$ cat src/rtl/mux_onehot_rr_pipe.sv
// mux_onehot_rr_pipe
// ------------------
// Round-robin arbitrated N:1 mux with valid/ready handshakes on both sides.
// It has one registered output stage. One requesting channel is picked per
// cycle. Its payload is forwarded, and its identity is reported as a one-hot
// grant and as a binary index. Throughput is one beat per cycle, and the
// output register may drain and refill in the same cycle.
//
// Optional feature (compile-time macro MUX_RR_LOCK_EN):
//   When the macro is defined, the in_last and out_last ports exist. A channel
//   that starts a multi-beat packet keeps the grant until its last beat is
//   accepted. When the macro is undefined, every beat is arbitrated
//   independently.
//
// Parameters:
//   NR_CH       number of input channels (>= 2, any value)
//   DATA_WIDTH  payload width per channel
//   IDX_WIDTH   derived width of out_idx (local, not overridable)
//
// Ports:
//   clk        clock; all state changes on the rising edge
//   rst        synchronous reset, active-high
//   in_valid   per-channel request, bit i = channel i
//   in_ready   per-channel accept, at most one bit set, 0 while rst=1
//   in_data    channel i payload at [DATA_WIDTH*i +: DATA_WIDTH]
//   in_last    last beat of a packet (MUX_RR_LOCK_EN only)
//   out_valid  output register holds a beat
//   out_ready  consumer accepts the held beat
//   out_data   registered payload
//   out_grant  one-hot source channel of out_data
//   out_idx    binary source channel of out_data
//   out_last   registered in_last of the source (MUX_RR_LOCK_EN only)
module mux_onehot_rr_pipe #(
    parameter int NR_CH      = 4,
    parameter int DATA_WIDTH = 32,
    localparam int IDX_WIDTH = (NR_CH > 1) ? $clog2(NR_CH) : 1
) (
    input  logic                        clk,
    input  logic                        rst,
    input  logic [NR_CH-1:0]            in_valid,
    output logic [NR_CH-1:0]            in_ready,
    input  logic [NR_CH*DATA_WIDTH-1:0] in_data,
`ifdef MUX_RR_LOCK_EN
    input  logic [NR_CH-1:0]            in_last,
    output logic                        out_last,
`endif
    output logic                        out_valid,
    input  logic                        out_ready,
    output logic [DATA_WIDTH-1:0]       out_data,
    output logic [NR_CH-1:0]            out_grant,
    output logic [IDX_WIDTH-1:0]        out_idx
);

    logic [IDX_WIDTH-1:0]  ptr_reg;
    logic [IDX_WIDTH-1:0]  grant_idx;
    logic [IDX_WIDTH-1:0]  ptr_next;
    logic                  any_req;
    logic                  slot_free;
    logic                  accept;
    logic [IDX_WIDTH:0]    cand;
    logic [DATA_WIDTH-1:0] ch_data [NR_CH];

`ifdef MUX_RR_LOCK_EN
    logic                  lock_reg;
    logic [IDX_WIDTH-1:0]  lock_ch_reg;
`endif

    // Unpack the flat payload bus so the selected channel can be indexed directly.
    for (genvar gi = 0; gi < NR_CH; gi++) begin : g_unpack
        assign ch_data[gi] = in_data[gi*DATA_WIDTH +: DATA_WIDTH];
    end

    // Round-robin search. The loop runs from the farthest offset down to
    // offset 0, so the requester nearest to ptr is the last one written and
    // wins. The candidate index is one bit wider than IDX_WIDTH so that
    // ptr + k cannot overflow before it wraps modulo NR_CH.
    always_comb begin
        grant_idx = ptr_reg;
        any_req   = 1'b0;
        cand      = '0;
        for (int k = NR_CH - 1; k >= 0; k--) begin
            cand = {1'b0, ptr_reg} + (IDX_WIDTH+1)'(k);
            if (cand >= (IDX_WIDTH+1)'(NR_CH)) begin
                cand = cand - (IDX_WIDTH+1)'(NR_CH);
            end
            if (in_valid[cand[IDX_WIDTH-1:0]]) begin
                grant_idx = cand[IDX_WIDTH-1:0];
                any_req   = 1'b1;
            end
        end
`ifdef MUX_RR_LOCK_EN
        // An open packet pins the grant, even while its channel is idle.
        if (lock_reg) begin
            grant_idx = lock_ch_reg;
            any_req   = in_valid[lock_ch_reg];
        end
`endif
    end

    assign slot_free = ~out_valid | out_ready;
    assign accept    = any_req & slot_free & ~rst;
    assign ptr_next  = (grant_idx == IDX_WIDTH'(NR_CH - 1)) ? '0
                                                            : grant_idx + IDX_WIDTH'(1);

    for (genvar gi = 0; gi < NR_CH; gi++) begin : g_ready
        assign in_ready[gi] = accept & (grant_idx == IDX_WIDTH'(gi));
    end

    always_ff @(posedge clk) begin
        if (rst) begin
            out_valid <= 1'b0;
            out_data  <= '0;
            out_grant <= '0;
            out_idx   <= '0;
            ptr_reg   <= '0;
        end else if (accept) begin
            out_valid <= 1'b1;
            out_data  <= ch_data[grant_idx];
            out_grant <= in_ready;
            out_idx   <= grant_idx;
`ifdef MUX_RR_LOCK_EN
            // The pointer moves only when a packet closes. Mid-packet beats keep it.
            if (in_last[grant_idx]) begin
                ptr_reg <= ptr_next;
            end
`else
            ptr_reg   <= ptr_next;
`endif
        end else if (out_ready) begin
            out_valid <= 1'b0;
        end
    end

`ifdef MUX_RR_LOCK_EN
    always_ff @(posedge clk) begin
        if (rst) begin
            lock_reg    <= 1'b0;
            lock_ch_reg <= '0;
            out_last    <= 1'b0;
        end else if (accept) begin
            lock_reg    <= ~in_last[grant_idx];
            lock_ch_reg <= grant_idx;
            out_last    <= in_last[grant_idx];
        end
    end
`endif

endmodule

$ cat config.mk
export PLATFORM = sky130hd
export DESIGN_NAME = mux_onehot_rr_pipe
export DESIGN_NICKNAME = d
export VERILOG_FILES = /design/src/rtl/mux_onehot_rr_pipe.sv
export SDC_FILE = /design/constraint.sdc
export NUM_CORES = 1
export LEC_CHECK = 0
export ABC_AREA = 1
export ABC_CLOCK_PERIOD_IN_PS = 2250
export CORE_MARGIN = 5
export CORE_UTILIZATION = 37
export CTS_CLUSTER_SIZE = 14
export DETAILED_ROUTE_END_ITERATION = 12
export PLACE_DENSITY_LB_ADDON = 0.05
export RECOVER_POWER = 100
export SETUP_SLACK_MARGIN = 0.3
export SLEW_MARGIN = 40
export SYNTH_ARGS = -nofsm -noshare
export SYNTH_HDL_FRONTEND = slang
export SYNTH_SLANG_ARGS = --single-unit
$ cat constraint.sdc
create_clock -name clk -period 2.25 [get_ports clk]
set_input_delay 0.45 -clock clk [delete_from_list [all_inputs] [get_ports clk]]
set_output_delay 0.45 -clock clk [all_outputs]
set_load 0.03 [all_outputs]
==> impl_metrics.env, run 1 <==
export IMPL_dp_cells=719
export IMPL_synth_top_area_cell="nand3_1"
export IMPL_p_switching_mw=4.484
export IMPL_syn_to_final_growth_pct=95.90
export IMPL_syn_avg_cell_area_um2=6.043
export IMPL_status="finished with violations"
export IMPL_drt_iter0_drc=210
export IMPL_critPathMaxFanout=4
export IMPL_relSlewSlack=0.7310
export IMPL_postSynthCellCount=459
export IMPL_synth_top_area_frac=0.3681
export IMPL_portBuffers=177
export IMPL_synth_warnings=0
export IMPL_final_cells=756
export IMPL_first_pass_iters=5
export IMPL_drt_antenna_violating_nets=0
export IMPL_cts_tree="done"
export IMPL_clk_pin_slew_ns=0.07
export IMPL_netSwitchingFraction=0.5084
export IMPL_largest_register_ffs=32
export IMPL_clock_sinks=41
export IMPL_worst_slack_ns=-0.1008
export IMPL_worstPathArrival_ns=1.90
export IMPL_antenna_found_initial=0
export IMPL_cp_required_ns=1.80
export IMPL_top_register="out_data"
export IMPL_vias=4005
export IMPL_criticalPathCategory="primary input to output pin"
export IMPL_drt_met1_wl_um=4758
export IMPL_track_usage=0.2394
export IMPL_wl_met2_um=6469
export IMPL_combPwrFrac=0.802
export IMPL_yosysSeqAreaShare=0.2959
export IMPL_startpoint_type="primary input"
export IMPL_p_seq_frac=0.142
export IMPL_cts_root_buffer="clkbuf_8"
export IMPL_nNetsFinal=792
export IMPL_numCtsBuffers=5
export IMPL_fp_coreArea_um2=7292
export IMPL_cts_buffer_depth=2
export IMPL_overflow=0
export IMPL_fin_crit_ns=2.351
export IMPL_violations="setup timing"
export IMPL_end_kind="output pin"
export IMPL_grt_pass1_wl_um=17630
export IMPL_ys_types=18
export IMPL_worstMarginPinSlew_ns=0.4036
export IMPL_placed_cell_area_um2=4629
export IMPL_grt_pass1_vias=3764
export IMPL_io_pins=178
export IMPL_final_area_um2=5434
export IMPL_power_internal_mw=4.335
export IMPL_drive_above_1_share=0.1887
export IMPL_final_cell_mix="nand3_1 (186), clkdlybuf4s50_1 (169), nand2_1 (108), dfxtp_1 (39), buf_4 (33)"
export IMPL_clk_latency_ns=0.29
export IMPL_htree_num_levels=2
export IMPL_drc=0
export IMPL_die_area_um2=9329
export IMPL_p_per_area_nw_per_um2=1623
export IMPL_diodes=0
export IMPL_reg_top3="out_data: 32 flops, out_grant: 4 flops"
export IMPL_synth_area_leaders="nand3_1 (37%), dfxtp_1 (30%), nand2_1 (18%), buf_2 (2.9%), buf_6 (2.4%)"
export IMPL_hpwl_um=8185
export IMPL_hp_class="flip-flop to flip-flop"
export IMPL_netlist_area_um2=2774
export IMPL_grt_max_degree=40
export IMPL_dp_slack_ns=-0.2913
export IMPL_setup_viol=18
export IMPL_rsz0062_at_grt="true"
export IMPL_power_leakage_nw=2.449
export IMPL_finalMaxSlewViolations=0
export IMPL_final_common_cell="nand3_1"
export IMPL_start_util=0.3804
export IMPL_die_x_um=96.59
export IMPL_ys_ff_latch=41
export IMPL_rows=31
export IMPL_ir_worst_vdd_mv=0.7721
export IMPL_drv_cap=0
export IMPL_synth_nets=594
export IMPL_drt_vias_per_instance=5.298
export IMPL_route_met3_wl_um=1054
export IMPL_fmax_mhz=425.4
export IMPL_routed_wl_um=12680
export IMPL_finalPower_mw=8.819
export IMPL_top_layer_used="met4"
export IMPL_hold_viol=0
export IMPL_fin_crit_sh=1.045
export IMPL_clock_skew_ns=0.009808
export IMPL_p_clk_frac=0.056
export IMPL_place_congestion=0.8289
export IMPL_die_height_um=96.59
export IMPL_ctsHoldBuffers=0
export IMPL_wl_per_cell_um=16.77
-- cells by family (layout without fill, tap and decap cells) --
kind of cell | count (synthesis) | in the layout | share of synthesized area
AO/OA/AOI/OAI | 8 | 8 | 0.01534
flip-flops | 41 | 41 | 0.2959
buffers and inverters | 59 | 257 | 0.1150
AND/OR/NAND/NOR | 351 | 351 | 0.5737
-- cell usage after synthesis (all sizes together) --
cell,count
nand2,138
a21oi,4
dfxtp,41
nor2,8
o21ai,3
nand3,205
o31ai,1
clkinv,1
clkbuf,5
inv,20
buf,33
-- through the flow --
stage / utilization / setup TNS, ns / hold slack (ns)
after global placement: 0.6349 / -3.054 / 0.4552
after global routing: 0.7452 / -3.521 / 0.4965
final: 0.7452 / -0.5478 / 0.4736
after floorplan: - / 0 / 0.5191
after CTS: 0.6848 / -0.2036 / 0.4760
after detailed placement: 0.6349 / -7.414 / 0.4632
-- power groups by stage --
stage               Combinational, mW  Sequential [mW]  Clock (mW)
finish                           7.08             1.25       0.492
CTS                              5.89             1.23       0.504
detailed placement               5.28             1.23           0
floorplan                        3.32             1.72           0
global placement                 5.18             1.22           0
global route                     7.64             1.28       0.531
-- area by class of cell --
cell class	count	area [um2]
clock buffers	7	86.33
flip-flops and latches	41	828.3
fillers	545	1858
well taps	99	123.9
multi-input cells	359	1917
repair buffers	229	2380
inverters	21	98.84
-- worst paths after layout --
check                                 start     endpoint  slack (ns)  cells past startpoint
worst max-delay path            in_valid[0]  in_ready[0]       -0.10                     13
worst min-delay path            out_data[4]  out_data[4]        0.47                      2
worst max register to register   ptr_reg[0]  out_data[3]       -0.02                     17
worst min register to register  out_data[4]  out_data[4]        0.47                      2
-- metal layers --
| layer | GRT usage | up-vias |
|---|---|---|
| met5 | 0 | - |
| met4 | 0.08995 | 0 |
| met3 | 0.05964 | 36 |
| met2 | 0.4414 | 186 |
| met1 | 0.2625 | 1846 |
| li1 | - | 1937 |
-- worst max-delay path, cell delays in order --
cell           delay, ns
dlygate4sd2_1       0.27
nand2_1             0.14
nand2_4             0.09
nand2_4             0.10
nand2_4             0.06
nor2_1              0.10
nand2_1             0.10
nand2_2             0.09
nand2_2             0.07
nand2_4             0.10
inv_6               0.05
nor2_4              0.12
buf_6               0.14
-- what timing repair did --
action,4_1_cts,5_1_grt
gates cloned,1,5
setup endpoints to repair,38,39
setup buffers,14,10
pin swaps,17,32
gates resized for setup,45,60
(Power assumes the default switching activity.)
==> run 2, diff against run 1 <==
- CORE_MARGIN: 5 -> not set
- CTS_CLUSTER_DIAMETER: not set -> 200
- GPL_TIMING_DRIVEN: not set -> 1
==> impl_metrics.env, run 2 (synthesized netlist as in run 1, its figures left out) <==
export IMPL_status="finished with violations"
export IMPL_violations="setup timing"
export IMPL_antenna_found_initial=0
export IMPL_first_pass_iters=5
export IMPL_relSlewSlack=0.4389
export IMPL_vias=4084
export IMPL_worst_slack_ns=-0.1565
export IMPL_clk_latency_ns=0.30
export IMPL_ir_worst_vdd_mv=0.8376
export IMPL_reg2reg_from="ptr_reg[1]"
export IMPL_worstMarginPinSlew_ns=0.8416
export IMPL_final_cells=758
export IMPL_final_cell_mix="nand3_1 (153), clkdlybuf4s50_1 (130), nand2_1 (103), nand3_2 (46)"
export IMPL_drt_iter0_drc=230
export IMPL_clock_skew_ns=0.006815
export IMPL_rows=31
export IMPL_grt_max_degree=40
export IMPL_routed_wl_um=12910
export IMPL_finalPower_mw=9.666
export IMPL_drc=0
export IMPL_p_per_area_nw_per_um2=1698
export IMPL_cts_buffer_depth=2
export IMPL_top_register="out_data"
export IMPL_grt_pass1_wl_um=15960
export IMPL_worstPathArrival_ns=1.96
export IMPL_final_area_um2=5693
export IMPL_clk_pin_slew_ns=0.08
export IMPL_dp_slack_ns=-0.2450
export IMPL_die_height_um=88.59
export IMPL_final_setup_tns_ns=-0.6208
export IMPL_start_util=0.3824
export IMPL_grt_pass1_vias=3501
export IMPL_fin_crit_ns=2.407
export IMPL_cts_root_buffer="clkbuf_8"
export IMPL_fin_util=0.7849
export IMPL_r2r_end="ptr_reg[1]"
export IMPL_power_leakage_nw=2.611
export IMPL_fin_crit_sh=1.070
export IMPL_end_kind="output pin"
export IMPL_cp_required_ns=1.80
export IMPL_fp_coreArea_um2=7253
export IMPL_drive_above_1_share=0.2549
export IMPL_ff2ff_path_depth=13
export IMPL_numCtsBuffers=5
export IMPL_track_usage=0.2623
export IMPL_diodes=0
export IMPL_die_x_um=88.59
export IMPL_hold_end="out_data[30]"
export IMPL_wl_per_cell_um=17.03
export IMPL_rsz0062_at_grt="true"
export IMPL_io_pins=178
export IMPL_drt_vias_per_instance=5.388
export IMPL_hpwl_um=7316
export IMPL_startpoint_type="flip-flop"
export IMPL_largest_register_ffs=32
export IMPL_hold_ws_ns=0.4657
export IMPL_final_common_cell="nand3_1"
export IMPL_critPathMaxFanout=6
export IMPL_hp_class="flip-flop to flip-flop"
export IMPL_clock_sinks=41
export IMPL_nNetsFinal=793
export IMPL_drt_antenna_violating_nets=0
export IMPL_die_area_um2=7847
export IMPL_hold_path_depth=2
export IMPL_hold_viol=0
export IMPL_drv_cap=0
export IMPL_fmax_mhz=415.5
export IMPL_finalMaxSlewViolations=0
export IMPL_setup_viol=5
export IMPL_place_congestion=0.8606
export IMPL_htree_num_levels=2
export IMPL_reg2reg_slack_ns=-0.07
export IMPL_overflow=0
export IMPL_criticalPathCategory="flip-flop to output pin"
export IMPL_syn_to_final_growth_pct=105.2
export IMPL_dp_cells=719
export IMPL_min_delay_start="out_data[30]"
export IMPL_reg_top3="out_data: 32 flops, out_grant: 4 flops"
export IMPL_placed_cell_area_um2=4604
export IMPL_cts_tree="done"
export IMPL_portBuffers=177
## run 2: worst max-delay path: stages (launching register included)
cell	delay [ns]
dfxtp_4	0.43
inv_6	0.05
nand2_1	0.10
nand2_4	0.10
nand2_4	0.09
nand2_4	0.07
nor2_2	0.11
nand2_1	0.09
nand2_2	0.10
nand2_2	0.07
nand2_4	0.12
inv_6	0.06
nor2_4	0.11
buf_6	0.14
## run 2: routing by layer
layer	track usage	wire, um	share of wire
met4	0.1217	435	0.034
met1	0.2792	4877	0.38
met2	0.4888	6637	0.51
met5	0	0	0
met3	0.05970	958	0.074
## run 2: what timing repair did
item,in CTS,in global routing
resized for setup,46,119
pin swaps,18,43
setup endpoints to repair,43,39
hold endpoints to repair,0,0
hold buffers,0,0
cloned,0,7
setup buffers,9,15
## run 2: report_power, final
group / switching, mW / internal (mW)
Sequential: 0.187 / 1.05
Combinational: 4.50 / 3.38
Clock: 0.269 / 0.278
## run 2: layout make-up
type	count	area (um2)
well taps	99	123.9
multi-input cells	359	2107
fillers	521	1560
flip-flops and latches	41	828.3
clock buffers	7	96.34
repair buffers	230	2429
inverters	21	103.9
clock inverters	1	5.005
## run 2: worst max-delay path by stage
| stage | to | startpoint | slack, ns |
|---|---|---|---|
| 3_5_place_dp | in_ready[2] | in_valid[0] | -0.25 |
| 2_1_floorplan | in_ready[0] | ptr_reg[0] | 0.30 |
| 4_1_cts | in_ready[2] | ptr_reg[0] | -0.002 |
| 3_3_place_gp | in_ready[2] | in_valid[0] | -0.19 |
| 5_1_grt | in_ready[0] | ptr_reg[1] | -0.27 |
| 6_report | in_ready[0] | ptr_reg[1] | -0.16 |
==> run 3, diff against run 2 <==
- CTS_CLUSTER_SIZE: 14 -> not set
==> results of run 3 <==
Same layout as run 2: the final DEF is identical, and so are final timing and power.
==> variant (flow settings as in run 2) <==
The option `MUX_RR_LOCK_EN` is turned on by a define.
--- a/src/rtl/mux_onehot_rr_pipe.sv
+++ b/src/rtl/mux_onehot_rr_pipe.sv
@@ -31,4 +31,6 @@
 //   out_idx    binary source channel of out_data
 //   out_last   registered in_last of the source (MUX_RR_LOCK_EN only)
+`define MUX_RR_LOCK_EN
+
 module mux_onehot_rr_pipe #(
     parameter int NR_CH      = 4,
Ports: changed (added in_last and out_last); port bits go from 178 to 183. No check against the original RTL was run, so the function may have changed too.
==> variant against run 2 <==
  * The flow still finishes with violations (negative setup slack)
  * Core utilization decreased by 8.1 points
  * Routed wire length decreased by 12%
  * Critical path depth increased by 1
  * Design area increased by 1.1%
  * Sequential cell count increased by 2
  * Cell count increased by 12%
  * Total power decreased by 14%
  * Worst setup slack got worse by 0.079 ns
  * Area after synthesis increased by 13%
==> variant: results (changes against run 2) <==
The met2 demand-to-capacity share in global routing is 0.467 (was 0.489). Failing checks: negative setup slack (unchanged). Result of the run: finished with violations (unchanged). The sequential fraction of the synthesis area came out at 0.276 (was 0.296).

The area share of fa/ha/maj cells after synthesis was 0.0160 (was 0). The number of signal-net buffers in the layout came out at 228 (was 230). The endpoint arrival time on the critical path is 2.04 ns (was 1.96 ns).

The area added between synthesis and finish is 84.2% (was 105%). The count of buffers from port buffering came to 182 (was 177). The wire length on met1 came out at 4600 um (was 4880 um). The instance area after placement came out at 0.00521 sq mm (was 0.00460 sq mm). The via-per-instance ratio came to 4.87 (was 5.39). The worst-case setup margin in the final layout came out at -0.235 ns (was -0.157 ns). The setup total negative slack came out at -0.855 ns (was -0.621 ns). Commonest cells in the synthesized netlist: sky130_fd_sc_hd__nand2_1, sky130_fd_sc_hd__nand3_1, sky130_fd_sc_hd__inv_1 (was sky130_fd_sc_hd__nand3_1, sky130_fd_sc_hd__nand2_1, sky130_fd_sc_hd__dfxtp_1). The number of DRC markers after the initial detailed-route iteration came out at 124 (was 230). The die extent in x came out at 93.9 um (was 88.6 um). Area contributors post-synth: sky130_fd_sc_hd__nand2_1, sky130_fd_sc_hd__dfxtp_1, sky130_fd_sc_hd__nand3_1, sky130_fd_sc_hd__inv_1, sky130_fd_sc_hd__o21ai_1 (was sky130_fd_sc_hd__nand3_1, sky130_fd_sc_hd__dfxtp_1, sky130_fd_sc_hd__nand2_1, sky130_fd_sc_hd__buf_2, sky130_fd_sc_hd__buf_6). The worst slack at placement is -0.647 ns (was -0.245 ns). The count of filler cells inserted in the layout was 710 (was 521). The delay of the slowest cell on the worst path is 0.39 ns (was 0.43 ns). The area share of buffers outside the clock network is 0.413 (was 0.427).

The fraction of area in registers is 0.150 (was 0.145). The final count of negative-setup-slack endpoints was 4 (was 5). The total half-perimeter wirelength after legalization and detailed placement was 7850 um (was 7320 um).

The number of search-and-repair iterations in the first detailed-routing pass was 4 (was 5). The largest vdd supply drop was 0.670 mV (was 0.838 mV). The critical register-to-register path endpoint is out_data[25]$_SDFFE_PP0P_ (was ptr_reg[1]$_SDFFE_PP0P_).

The remaining max-slew budget at the tightest pin was 0.623 (was 0.439).
-- variant: repair_timing --
item / 4_1_cts / 5_1_grt
resized for setup: 36 / 22
hold buffers: 0 / 0
pin swaps: 13 / 11
setup endpoints to repair: 46 / 41
hold endpoints to repair: 0 / 0
gates cloned: 4 / 1
buffers inserted: 9 / 5
-- variant: how the worst min path moves through the flow --
stage | to | slack (ns) | from | cells after the start
2_1_floorplan | out_valid$_SDFFE_PP0P_ | 0.52 | rst | 1
3_3_place_gp | out_data[4]$_SDFFE_PP0P_ | 0.46 | out_data[4]$_SDFFE_PP0P_ | 2
3_5_place_dp | out_data[18]$_SDFFE_PP0P_ | 0.46 | out_data[18]$_SDFFE_PP0P_ | 2
4_1_cts | out_data[18]$_SDFFE_PP0P_ | 0.47 | out_data[18]$_SDFFE_PP0P_ | 2
5_1_grt | out_data[18]$_SDFFE_PP0P_ | 0.49 | out_data[18]$_SDFFE_PP0P_ | 2
6_report | out_data[18]$_SDFFE_PP0P_ | 0.47 | out_data[18]$_SDFFE_PP0P_ | 2
